### config.mk
export PLATFORM = sky130hd
export DESIGN_NAME = reorder_buffer_flat
export DESIGN_NICKNAME = d
export VERILOG_FILES = /design/src/rtl/reorder_buffer_if.sv /design/src/rtl/reorder_buffer.sv /design/src/flat_wrapper.sv
export SDC_FILE = /design/constraint.sdc
export NUM_CORES = 2
export LEC_CHECK = 0
export ABC_CLOCK_PERIOD_IN_PS = 7900
export BUFFER_PORTS_ARGS = -buffer_cell sky130_fd_sc_hd__buf_2
export CAP_MARGIN = 20
export CORE_MARGIN = 5
export CORE_UTILIZATION = 50
export DETAILED_ROUTE_END_ITERATION = 7
export PLACE_DENSITY_LB_ADDON = 0.05
export SYNTH_ARGS = -nofsm -noshare
export SYNTH_HDL_FRONTEND = slang
export SYNTH_SLANG_ARGS = --single-unit
### constraint.sdc
create_clock -name clk_in -period 7.9 [get_ports clk_in]
set_input_delay 0.79 -clock clk_in [delete_from_list [all_inputs] [get_ports clk_in]]
set_output_delay 0.79 -clock clk_in [all_outputs]
set_load 0.02 [all_outputs]
### src/rtl/reorder_buffer_if.sv
// Issue, CDB, operand-query and commit bundle between the reservation station,
// the CDB, the register file / LSB and the reorder buffer.
interface reorder_buffer_if #(
  parameter int TAG_W  = 5,
  parameter int DATA_W = 32
);
  logic              issue_valid;
  logic [1:0]        issue_type;
  logic [4:0]        issue_rd;
  logic [DATA_W-1:0] issue_pc;
  logic              issue_pred_taken;
  logic [TAG_W-1:0]  issue_tag;
  logic              full;
  logic              empty;

  logic              cdb_valid;
  logic [TAG_W-1:0]  cdb_tag;
  logic [DATA_W-1:0] cdb_value;
  logic              cdb_taken;
  logic [DATA_W-1:0] cdb_target;

  logic [TAG_W-1:0]  query_j_tag;
  logic              query_j_ready;
  logic [DATA_W-1:0] query_j_value;
  logic [TAG_W-1:0]  query_k_tag;
  logic              query_k_ready;
  logic [DATA_W-1:0] query_k_value;

  logic              commit_valid;
  logic [4:0]        commit_rd;
  logic [DATA_W-1:0] commit_value;
  logic [TAG_W-1:0]  commit_tag;
  logic              commit_store;
  logic              flush;
  logic [DATA_W-1:0] flush_pc;

  modport master (
    output issue_valid, issue_type, issue_rd, issue_pc, issue_pred_taken,
    input  issue_tag, full, empty,
    output cdb_valid, cdb_tag, cdb_value, cdb_taken, cdb_target,
    output query_j_tag, query_k_tag,
    input  query_j_ready, query_j_value, query_k_ready, query_k_value,
    input  commit_valid, commit_rd, commit_value, commit_tag, commit_store,
    input  flush, flush_pc
  );

  modport slave (
    input  issue_valid, issue_type, issue_rd, issue_pc, issue_pred_taken,
    output issue_tag, full, empty,
    input  cdb_valid, cdb_tag, cdb_value, cdb_taken, cdb_target,
    input  query_j_tag, query_k_tag,
    output query_j_ready, query_j_value, query_k_ready, query_k_value,
    output commit_valid, commit_rd, commit_value, commit_tag, commit_store,
    output flush, flush_pc
  );
endinterface

### src/rtl/reorder_buffer.sv
// Circular in-order commit queue: tags issued instructions, absorbs CDB results,
// answers operand lookups and retires in program order, flushing on mispredict.
module reorder_buffer #(
  parameter int ROB_SIZE = 16,
  parameter int ROB_ADDR = 4,
  parameter int TAG_W    = 5,
  parameter int DATA_W   = 32
) (
  input  logic            clk_in,
  input  logic            rst_in,
  input  logic            rdy_in,
  reorder_buffer_if.slave bus
);
  localparam logic [1:0] TYPE_REG  = 2'd0;
  localparam logic [1:0] TYPE_BR   = 2'd1;
  localparam logic [1:0] TYPE_ST   = 2'd2;
  localparam logic [1:0] TYPE_JALR = 2'd3;
  localparam int CW = ROB_ADDR + 1;

  logic [ROB_SIZE-1:0] busy_q, busy_d, ready_q, ready_d;
  logic [ROB_SIZE-1:0] pred_q, pred_d, taken_q, taken_d;
  logic [1:0]          type_q   [ROB_SIZE];
  logic [1:0]          type_d   [ROB_SIZE];
  logic [4:0]          rd_q     [ROB_SIZE];
  logic [4:0]          rd_d     [ROB_SIZE];
  logic [DATA_W-1:0]   pc_q     [ROB_SIZE];
  logic [DATA_W-1:0]   pc_d     [ROB_SIZE];
  logic [DATA_W-1:0]   value_q  [ROB_SIZE];
  logic [DATA_W-1:0]   value_d  [ROB_SIZE];
  logic [DATA_W-1:0]   target_q [ROB_SIZE];
  logic [DATA_W-1:0]   target_d [ROB_SIZE];

  logic [ROB_ADDR-1:0] head_q, head_d, tail_q, tail_d;
  logic [CW-1:0]       count_q, count_d;

  logic                commit_valid_q, commit_valid_d;
  logic [4:0]          commit_rd_q, commit_rd_d;
  logic [DATA_W-1:0]   commit_value_q, commit_value_d;
  logic [TAG_W-1:0]    commit_tag_q, commit_tag_d;
  logic                commit_store_q, commit_store_d;
  logic                flush_q, flush_d;
  logic [DATA_W-1:0]   flush_pc_q, flush_pc_d;

  logic                full_w, head_ready, head_mispredict;
  logic                do_commit, do_flush, do_issue, do_cdb, cdb_hit;
  logic [1:0]          head_type;
  logic [ROB_ADDR-1:0] cdb_idx, qj_idx, qk_idx;

  assign full_w     = (count_q == CW'(ROB_SIZE));
  assign bus.full   = full_w;
  assign bus.empty  = (count_q == '0);
  assign bus.issue_tag = TAG_W'(tail_q) + TAG_W'(1);

  assign head_type  = type_q[head_q];
  assign head_ready = busy_q[head_q] && ready_q[head_q];
  // jalr always redirects; a branch only when the resolved direction disagrees
  assign head_mispredict = (head_type == TYPE_JALR) ||
                           ((head_type == TYPE_BR) && (taken_q[head_q] != pred_q[head_q]));

  assign cdb_idx = ROB_ADDR'(bus.cdb_tag - TAG_W'(1));
  assign cdb_hit = bus.cdb_valid && (bus.cdb_tag != '0) &&
                   (bus.cdb_tag <= TAG_W'(ROB_SIZE)) && busy_q[cdb_idx];

  assign do_commit = rdy_in && head_ready;
  assign do_flush  = do_commit && head_mispredict;
  assign do_issue  = rdy_in && bus.issue_valid && !full_w && !do_flush;
  assign do_cdb    = rdy_in && cdb_hit && !do_flush;

  always_comb begin
    busy_d   = busy_q;
    ready_d  = ready_q;
    pred_d   = pred_q;
    taken_d  = taken_q;
    type_d   = type_q;
    rd_d     = rd_q;
    pc_d     = pc_q;
    value_d  = value_q;
    target_d = target_q;
    head_d   = head_q;
    tail_d   = tail_q;
    count_d  = count_q + CW'(do_issue) - CW'(do_commit);

    if (do_cdb) begin
      ready_d[cdb_idx]  = 1'b1;
      value_d[cdb_idx]  = bus.cdb_value;
      taken_d[cdb_idx]  = bus.cdb_taken;
      target_d[cdb_idx] = bus.cdb_target;
    end
    if (do_commit) begin
      busy_d[head_q] = 1'b0;
      head_d         = head_q + ROB_ADDR'(1);
    end
    if (do_issue) begin
      busy_d[tail_q]  = 1'b1;
      ready_d[tail_q] = 1'b0;
      type_d[tail_q]  = bus.issue_type;
      rd_d[tail_q]    = bus.issue_rd;
      pc_d[tail_q]    = bus.issue_pc;
      pred_d[tail_q]  = bus.issue_pred_taken;
      tail_d          = tail_q + ROB_ADDR'(1);
    end
    if (do_flush) begin
      busy_d  = '0;
      head_d  = '0;
      tail_d  = '0;
      count_d = '0;
    end
  end

  // Registered retire outputs: pulses last one cycle, payloads hold while stalled
  always_comb begin
    commit_valid_d = commit_valid_q;
    commit_rd_d    = commit_rd_q;
    commit_value_d = commit_value_q;
    commit_tag_d   = commit_tag_q;
    commit_store_d = commit_store_q;
    flush_d        = flush_q;
    flush_pc_d     = flush_pc_q;
    if (rdy_in) begin
      commit_valid_d = do_commit && ((head_type == TYPE_REG) || (head_type == TYPE_JALR));
      commit_store_d = do_commit && (head_type == TYPE_ST);
      flush_d        = do_flush;
      if (commit_valid_d) begin
        commit_rd_d    = rd_q[head_q];
        commit_value_d = value_q[head_q];
        commit_tag_d   = TAG_W'(head_q) + TAG_W'(1);
      end
      if (do_flush) begin
        if (head_type == TYPE_JALR || taken_q[head_q])
          flush_pc_d = target_q[head_q];
        else
          flush_pc_d = pc_q[head_q] + DATA_W'(4);
      end
    end
  end

  always_ff @(posedge clk_in or negedge rst_in) begin
    if (!rst_in) begin
      busy_q         <= '0;
      ready_q        <= '0;
      head_q         <= '0;
      tail_q         <= '0;
      count_q        <= '0;
      commit_valid_q <= 1'b0;
      commit_rd_q    <= '0;
      commit_value_q <= '0;
      commit_tag_q   <= '0;
      commit_store_q <= 1'b0;
      flush_q        <= 1'b0;
      flush_pc_q     <= '0;
    end else begin
      busy_q         <= busy_d;
      ready_q        <= ready_d;
      head_q         <= head_d;
      tail_q         <= tail_d;
      count_q        <= count_d;
      commit_valid_q <= commit_valid_d;
      commit_rd_q    <= commit_rd_d;
      commit_value_q <= commit_value_d;
      commit_tag_q   <= commit_tag_d;
      commit_store_q <= commit_store_d;
      flush_q        <= flush_d;
      flush_pc_q     <= flush_pc_d;
    end
  end

  always_ff @(posedge clk_in) begin
    pred_q   <= pred_d;
    taken_q  <= taken_d;
    type_q   <= type_d;
    rd_q     <= rd_d;
    pc_q     <= pc_d;
    value_q  <= value_d;
    target_q <= target_d;
  end

  // Operand lookup: tag 0 means no dependency; a same-cycle broadcast is forwarded
  assign qj_idx = ROB_ADDR'(bus.query_j_tag - TAG_W'(1));
  assign qk_idx = ROB_ADDR'(bus.query_k_tag - TAG_W'(1));

  always_comb begin
    bus.query_j_ready = ready_q[qj_idx];
    bus.query_j_value = value_q[qj_idx];
    if (bus.query_j_tag == '0) begin
      bus.query_j_ready = 1'b1;
      bus.query_j_value = '0;
    end else if (bus.cdb_valid && (bus.cdb_tag == bus.query_j_tag)) begin
      bus.query_j_ready = 1'b1;
      bus.query_j_value = bus.cdb_value;
    end
  end

  always_comb begin
    bus.query_k_ready = ready_q[qk_idx];
    bus.query_k_value = value_q[qk_idx];
    if (bus.query_k_tag == '0) begin
      bus.query_k_ready = 1'b1;
      bus.query_k_value = '0;
    end else if (bus.cdb_valid && (bus.cdb_tag == bus.query_k_tag)) begin
      bus.query_k_ready = 1'b1;
      bus.query_k_value = bus.cdb_value;
    end
  end

  assign bus.commit_valid = commit_valid_q;
  assign bus.commit_rd    = commit_rd_q;
  assign bus.commit_value = commit_value_q;
  assign bus.commit_tag   = commit_tag_q;
  assign bus.commit_store = commit_store_q;
  assign bus.flush        = flush_q;
  assign bus.flush_pc     = flush_pc_q;
endmodule

### src/flat_wrapper.sv
// flat-port wrapper written by rule: the top's interface ports become plain ports
module reorder_buffer_flat 
#(
  parameter int ROB_SIZE = 16,
  parameter int ROB_ADDR = 4,
  parameter int TAG_W    = 5,
  parameter int DATA_W   = 32
)
  (clk_in, rst_in, rdy_in, bus_issue_valid, bus_issue_type, bus_issue_rd, bus_issue_pc, bus_issue_pred_taken, bus_issue_tag, bus_full, bus_empty, bus_cdb_valid, bus_cdb_tag, bus_cdb_value, bus_cdb_taken, bus_cdb_target, bus_query_j_tag, bus_query_k_tag, bus_query_j_ready, bus_query_j_value, bus_query_k_ready, bus_query_k_value, bus_commit_valid, bus_commit_rd, bus_commit_value, bus_commit_tag, bus_commit_store, bus_flush, bus_flush_pc);
  reorder_buffer_if #(.TAG_W(TAG_W), .DATA_W(DATA_W)) bus_i ();
  input  logic clk_in;
  input  logic rst_in;
  input  logic rdy_in;
  input wire logic [$bits(bus_i.issue_valid)-1:0] bus_issue_valid;
  input wire logic [$bits(bus_i.issue_type)-1:0] bus_issue_type;
  input wire logic [$bits(bus_i.issue_rd)-1:0] bus_issue_rd;
  input wire logic [$bits(bus_i.issue_pc)-1:0] bus_issue_pc;
  input wire logic [$bits(bus_i.issue_pred_taken)-1:0] bus_issue_pred_taken;
  output wire logic [$bits(bus_i.issue_tag)-1:0] bus_issue_tag;
  output wire logic [$bits(bus_i.full)-1:0] bus_full;
  output wire logic [$bits(bus_i.empty)-1:0] bus_empty;
  input wire logic [$bits(bus_i.cdb_valid)-1:0] bus_cdb_valid;
  input wire logic [$bits(bus_i.cdb_tag)-1:0] bus_cdb_tag;
  input wire logic [$bits(bus_i.cdb_value)-1:0] bus_cdb_value;
  input wire logic [$bits(bus_i.cdb_taken)-1:0] bus_cdb_taken;
  input wire logic [$bits(bus_i.cdb_target)-1:0] bus_cdb_target;
  input wire logic [$bits(bus_i.query_j_tag)-1:0] bus_query_j_tag;
  input wire logic [$bits(bus_i.query_k_tag)-1:0] bus_query_k_tag;
  output wire logic [$bits(bus_i.query_j_ready)-1:0] bus_query_j_ready;
  output wire logic [$bits(bus_i.query_j_value)-1:0] bus_query_j_value;
  output wire logic [$bits(bus_i.query_k_ready)-1:0] bus_query_k_ready;
  output wire logic [$bits(bus_i.query_k_value)-1:0] bus_query_k_value;
  output wire logic [$bits(bus_i.commit_valid)-1:0] bus_commit_valid;
  output wire logic [$bits(bus_i.commit_rd)-1:0] bus_commit_rd;
  output wire logic [$bits(bus_i.commit_value)-1:0] bus_commit_value;
  output wire logic [$bits(bus_i.commit_tag)-1:0] bus_commit_tag;
  output wire logic [$bits(bus_i.commit_store)-1:0] bus_commit_store;
  output wire logic [$bits(bus_i.flush)-1:0] bus_flush;
  output wire logic [$bits(bus_i.flush_pc)-1:0] bus_flush_pc;
  assign bus_i.issue_valid = bus_issue_valid;
  assign bus_i.issue_type = bus_issue_type;
  assign bus_i.issue_rd = bus_issue_rd;
  assign bus_i.issue_pc = bus_issue_pc;
  assign bus_i.issue_pred_taken = bus_issue_pred_taken;
  assign bus_issue_tag = bus_i.issue_tag;
  assign bus_full = bus_i.full;
  assign bus_empty = bus_i.empty;
  assign bus_i.cdb_valid = bus_cdb_valid;
  assign bus_i.cdb_tag = bus_cdb_tag;
  assign bus_i.cdb_value = bus_cdb_value;
  assign bus_i.cdb_taken = bus_cdb_taken;
  assign bus_i.cdb_target = bus_cdb_target;
  assign bus_i.query_j_tag = bus_query_j_tag;
  assign bus_i.query_k_tag = bus_query_k_tag;
  assign bus_query_j_ready = bus_i.query_j_ready;
  assign bus_query_j_value = bus_i.query_j_value;
  assign bus_query_k_ready = bus_i.query_k_ready;
  assign bus_query_k_value = bus_i.query_k_value;
  assign bus_commit_valid = bus_i.commit_valid;
  assign bus_commit_rd = bus_i.commit_rd;
  assign bus_commit_value = bus_i.commit_value;
  assign bus_commit_tag = bus_i.commit_tag;
  assign bus_commit_store = bus_i.commit_store;
  assign bus_flush = bus_i.flush;
  assign bus_flush_pc = bus_i.flush_pc;
  reorder_buffer #(.ROB_SIZE(ROB_SIZE), .ROB_ADDR(ROB_ADDR), .TAG_W(TAG_W), .DATA_W(DATA_W)) u_core (.clk_in(clk_in), .rst_in(rst_in), .rdy_in(rdy_in), .bus(bus_i));
endmodule
# Word level (Yosys, flattened, before mapping)
# Index checks and enable logic that the tools add are counted.
# totals
register_bits	1802
latch_bits	0
ram_bits	0
rom_bits	0
input_bits	125
out_inout_bits	150
wordCells	248
mem_count	0
# op_classes
add_sub_neg	10
n_mul	0
div	0
order_cmp	16
eq_ne	7
n_shift	0
muxes	75
bitwise	11
reduce_logical	35
# ops
operator	n
512-bit bitwise mux	3
32-bit binary-select mux with 4-bit select	5
32-bit two-way mux	17
32-bit demux with 4-bit select	2
80-bit bitwise mux	1
16-bit two-way mux	5
32-bit by 3-bit adder with 32-bit output (second input constant)	1
16-bit AND	2
16-bit bitwise mux	2
32-bit bitwise mux	1
16-bit inverter	2
16-bit OR	2
1-bit binary-select mux with 4-bit select	7
5-bit >= comparator (second input constant)	5
4-bit by 5-bit < comparator with 1-bit output (second input constant)	5
4-bit inverter with 5-bit output	5
1-bit logical AND	21
5-bit binary-select mux with 4-bit select	1
5-bit demux with 4-bit select	1
5-bit two-way mux	4
4-bit two-way mux	4
5-bit logical NOT	3
1-bit two-way mux	14
1-bit demux with 4-bit select	3
other kinds (22)	38

# Depth between registers and ports, before layout
# depth
word_depth	13
depth_mapped	24
mapped_depth_nobuf	17

# Least setup slack after synthesis
# Ideal clock, no wire load.
# synth_path
path_type	register to register
start	reg u_core.head_q[0]
end	reg u_core.taken_q[3], enable pin
setup_ns	0.570
arrival_time_ns	7.854
t_required_ns	7.330
slack_ns	-0.525
stages_incl_launch_ff	15
path_buffers	7
synth_period_minus_slack_ns	8.425
cell_sequence	dfrtp_1 -> buf_6 -> buf_12 -> buf_12 -> buf_12 -> buf_2 -> buf_2 -> mux4_2 -> mux4_2 -> ha_1 -> inv_1 -> o31ai_4 -> and2b_1 -> buf_2 -> nor3_1
# synth_between
elab_chain_cells	10
elab_cells_between_ends	22
cone_classes	3 x eq/ne; 11 x mux; 1 x bitwise; 7 x reduce/logical
# synth_rtl
element	line	source
start: declaration	reorder_buffer.sv:33	logic [ROB_ADDR-1:0] head_q, head_d, tail_q, tail_d;
start signal: assignment	reorder_buffer.sv:141	head_q <= '0;
start signal: assignment	reorder_buffer.sv:154	head_q <= head_d;
4-bit inverter with 5-bit output (implied by the code)	reorder_buffer.sv:54	assign head_type = type_q[head_q];
2-bit binary-select mux with 4-bit select	reorder_buffer.sv:54	
2-bit two-way mux (implied by the code) (2 in series)	reorder_buffer.sv:54	
2-bit by 1-bit == test with 1-bit output	reorder_buffer.sv:58	((head_type == TYPE_BR) && (taken_q[head_q] != pred_q[head_q]));
1-bit logical AND	reorder_buffer.sv:58	
1-bit logical OR	reorder_buffer.sv:57	assign head_mispredict = (head_type == TYPE_JALR) ||
1-bit logical AND *	reorder_buffer.sv:65	assign do_flush = do_commit && head_mispredict;
1-bit logical NOT *	reorder_buffer.sv:67	assign do_cdb = rdy_in && cdb_hit && !do_flush;
1-bit logical AND *	reorder_buffer.sv:67	
end signal: assignment	reorder_buffer.sv:169	taken_q <= taken_d;
end: declaration	reorder_buffer.sv:21	logic [ROB_SIZE-1:0] pred_q, pred_d, taken_q, taken_d;
# Mark *: on every way between the ends. The rest lies on a longest branch, timed or not. The select of a mux whose other input is x is not followed.
# A chain may end at the register's enable or synchronous reset.

# Worst setup path in the final report
# layout_path
start	reg u_core.head_q[0]
end	reg u_core.target_q[279] (netlist bit), enable pin
# layout_between
elab_chain_cells	10
elab_cells_between_ends	22
cone_classes	3 x eq/ne; 11 x mux; 1 x bitwise; 7 x reduce/logical
# layout_rtl
element	line	source
4-bit inverter with 5-bit output (implied by the code)	reorder_buffer.sv:54	
2-bit binary-select mux with 4-bit select	reorder_buffer.sv:54	
2-bit two-way mux (implied by the code) (2 in series)	reorder_buffer.sv:54	
2-bit by 1-bit == test with 1-bit output	reorder_buffer.sv:58	
1-bit logical AND	reorder_buffer.sv:58	
1-bit logical OR	reorder_buffer.sv:57	
1-bit logical AND *	reorder_buffer.sv:65	
1-bit logical NOT *	reorder_buffer.sv:67	
1-bit logical AND *	reorder_buffer.sv:67	
end signal: assignment	reorder_buffer.sv:174	target_q <= target_d;
end: declaration	reorder_buffer.sv:30	logic [DATA_W-1:0] target_q [ROB_SIZE];
# Marks and branches as above.

==> key figures <==
Placement
  – Dpl cells: 6,012
  – Placed cell area: 0.08274 sq mm
  – Post-DP HPWL: 122.3 mm
  – GP Congestion: 0.8221
  – Port bufs: 274

Finish
  – Post-route cell area: 0.08909 sq mm
  – Area of the multi-input gates: 0.02449 sq mm
  – Most common cell after layout, fill and taps aside: edfxtp_1
  – FF/Latch Area: 0.05352 sq mm
  – Area added between synthesis and finish: 11.89%
  – Fillcell total: 11,900
  – Final Non-Filler Cells: 6,369
  – Final #Nets: 4,284
  – Most frequent cells in the layout: edfxtp_1 (1,680), mux4_2 (682), buf_2 (271)
  – Layout cells sized above 1: 32.88%

Hold path
  – Min-delay worst type: input pin to register
  – Min-Delay Endpoint: u_core.pc_q[250]
  – Hold Path Cell Cnt: 1
  – Hold wc startpoint: bus_issue_pc[26]

Critical path
  – Max FO, Critical Path: 52
  – Critical Path Max Stage Delay: 1.07 ns
  – CP Class: register to register
  – RR Startpoint: u_core.head_q[0]
  – Worst R2R End: u_core.target_q[279]
  – CP startpoint kind: register
  – Slowest cell on the critical path: dfrtp_4
  – Critical path's most frequent cell: buf_4
  – Crit. End Element: register
  – Worst Path Buf+Inv: 3
  – CP startpoint: u_core.head_q[0]
  – FF-to-FF path depth: 9
  – Worst endpoint data arrival time: 5.79 ns
  – Crit-path leading delay family: simple AND/OR/NAND/NOR gates
  – Worst EP required: 8.36 ns
  – Cell Chain, Critical Path: buf_4, inv_2, mux4_2, o22ai_1, a22oi_2, and2b_2, nor3_4, and2_4, buf_4
  – R2r setup slk: 2.57 ns

Clock tree
  – Post-CTS Setup Repair Bufs: 0
  – Total CTS buffers: 190
  – Clock Latency Late Sink: 0.83 ns
  – CTS tree: built
  – Clock transition at path regs: 0.06 ns
  – CTS sink count: 1,802
  – H-tree depth: 4
  – Post-CTS sizing: 0
  – CTS root buf: clkbuf_16
  – Clk buf depth: 3

Timing
  – Final period util: 67.45%
  – Max_slew headroom: 21.93%
  – Final hold violations: 0
  – Setup_tns: 0 ns
  – Final worst path period need: 5.329 ns
  – RSZ-0062 raised after global routing: no
  – FMAX: 187.7 MHz
  – Count of final setup violators: 0
  – Max Slew Vio Count: 0
  – Skew final: 0.03364 ns
  – Actual slew at the worst max-slew pin: 1.171 ns

Synth
  – Cell taking the most area after synthesis: edfxtp_1
  – Syn Inst Count: 3,868
  – Yosys top cell area share: 63.36%
  – Count of cell types in the netlist: 67
  – Synthesis Warnings: 0
  – Async SR Flop Fraction: 6.770%
  – Yosys reg bits: 1,802
  – Seq/Total Area, Yosys: 67.19%
  – Synthesized Nets: 4,019
  – Main synth FF type: edfxtp_1
  – Syn Area/Cell: 20.58 sq um
  – Number of synthesized flops with an enable pin: 1,680
  – Ranking of synthesized cells by area: edfxtp_1 (63%), mux4_2 (19%), dfrtp_1 (3.8%)
  – Post-Syn Area: 0.07962 sq mm

Power and ir drop
  – Leak Pwr: 29.11 nW
  – VDD IR-drop max: 0.0002702 V
  – Final Power: 27.93 mW
  – Cell Pwr Density: 313.5 mW/mm^2

Floorplan
  – Die ar.: 0.1673 sq mm
  – I/O Pins: 275
  – CORE AREA: 0.1584 sq mm
  – Starting density of the core: 50.27%
  – Die W: 409.1 microns
  – # rows: 146
  – Die height: 409.1 microns

Global route
  – Largest net degree at the start of global routing: 145
  – Gr ovfl total: 0
  – Global-route total usage across every layer: 25.77%
  – First-pass GRT wire length: 311.0 mm
  – Number of global-route vias before repair: 42,235
  – Initial antenna violation count: 18

Routing
  – Routed WL per cell: 33.87 microns
  – Final WL: 215.7 mm
  – Residual DRC count: 0
  – Post-DR vias/cell: 6.525
  – Total number of vias: 41,558
  – Final antenna-violating net count: 0
  – First-pass detailed-route iteration total: 5
  – DR iter-0 viols: 4,379

Run status
  – Status: completed

Run
  – Max Cap Viol: 0
## metrics by stage
stage,worst slack [ns],hold WS (ns),utilization [%]
final,2.571,0.3376,56.25
after global routing,2.204,0.2932,56.25
after CTS,2.430,0.2647,56.24
after detailed placement,2.465,0.4720,52.24
after global placement,2.516,0.4631,52.24
after floorplan,-0.5247,0.4672,-
## state kept, by name (all words and copies together) (netlist names), 16 cells and up
register                 cells
u_core.ready_q              16
u_core.type_q               32
u_core.pred_q               16
u_core.target_q            512
u_core.bus.flush_pc         32
u_core.pc_q                512
u_core.busy_q               16
u_core.value_q             512
u_core.taken_q              16
u_core.bus.commit_value     32
u_core.rd_q                 80
## cell usage after synthesis, types with 15 or more instances
master	number
ha_1	25
a211oi_1	131
nor2b_1	70
mux2_2	38
edfxtp_1	1680
nand2_1	110
mux2i_1	75
buf_6	30
nor2_1	127
o21ai_0	18
nand3_1	23
buf_1	29
buf_2	67
buf_4	15
clkbuf_8	17
mux4_1	86
xnor2_1	22
a21oi_1	94
and2_1	16
inv_1	29
nand4_1	19
clkbuf_1	97
xor2_1	30
nor3_1	15
a22oi_1	56
mux4_2	682
and3_1	23
dfrtp_1	122
## worst max path at each step
stage / to / cells after the start / slack (ns)
final: u_core.target_q[279] / 9 / 2.57
after global placement: u_core.count_q[4] / 18 / 2.52
after global routing: u_core.target_q[341] / 9 / 2.20
after floorplan: u_core.taken_q[3] / 14 / -0.52
after CTS: u_core.target_q[341] / 9 / 2.43
after detailed placement: u_core.target_q[336] / 9 / 2.47
## power by group
part	total (mW)	leakage (nW)	switching, mW	internal [mW]
Combinational	7.67	9.33	4.35	3.33
Clock	9.00	3.07	3.77	5.22
Sequential	11.3	16.7	0.385	10.9
Total	27.9	29.1	8.50	19.4
## routing by layer
layer	global-route usage (%)	routed length (microns)
met3	4.513	14370
met1	37.86	92520
met5	0	47
met2	40.65	103600
met4	6.712	5197
## cell families after synthesis
logic type	share of synthesized area, %
flip-flops	67.19
multiplexers	23.61
AND/OR/NAND/NOR	2.789
AO/OA/AOI/OAI	3.042
buffers and inverters	2.376
XOR/XNOR	0.5720
adder cells (fa/ha/maj)	0.4180
## area by class of cell
| type | count | area share [%] |
|---|---|---|
| flip-flops and latches | 1802 | 60.07 |
| multi-input cells | 1764 | 27.48 |
| clock buffers | 253 | 5.818 |
| well taps | 2072 | 2.910 |
| repair buffers | 344 | 2.288 |
| clock inverters | 98 | 1.285 |
| inverters | 31 | 0.1306 |
| diodes | 5 | 0.01404 |
## what timing repair did
item | CTS | global route
hold buffers | 1 | 0
endpoints found under the setup margin | 0 | 0
endpoints found under the hold margin | 12 | 0
(Power assumes the default switching activity.)
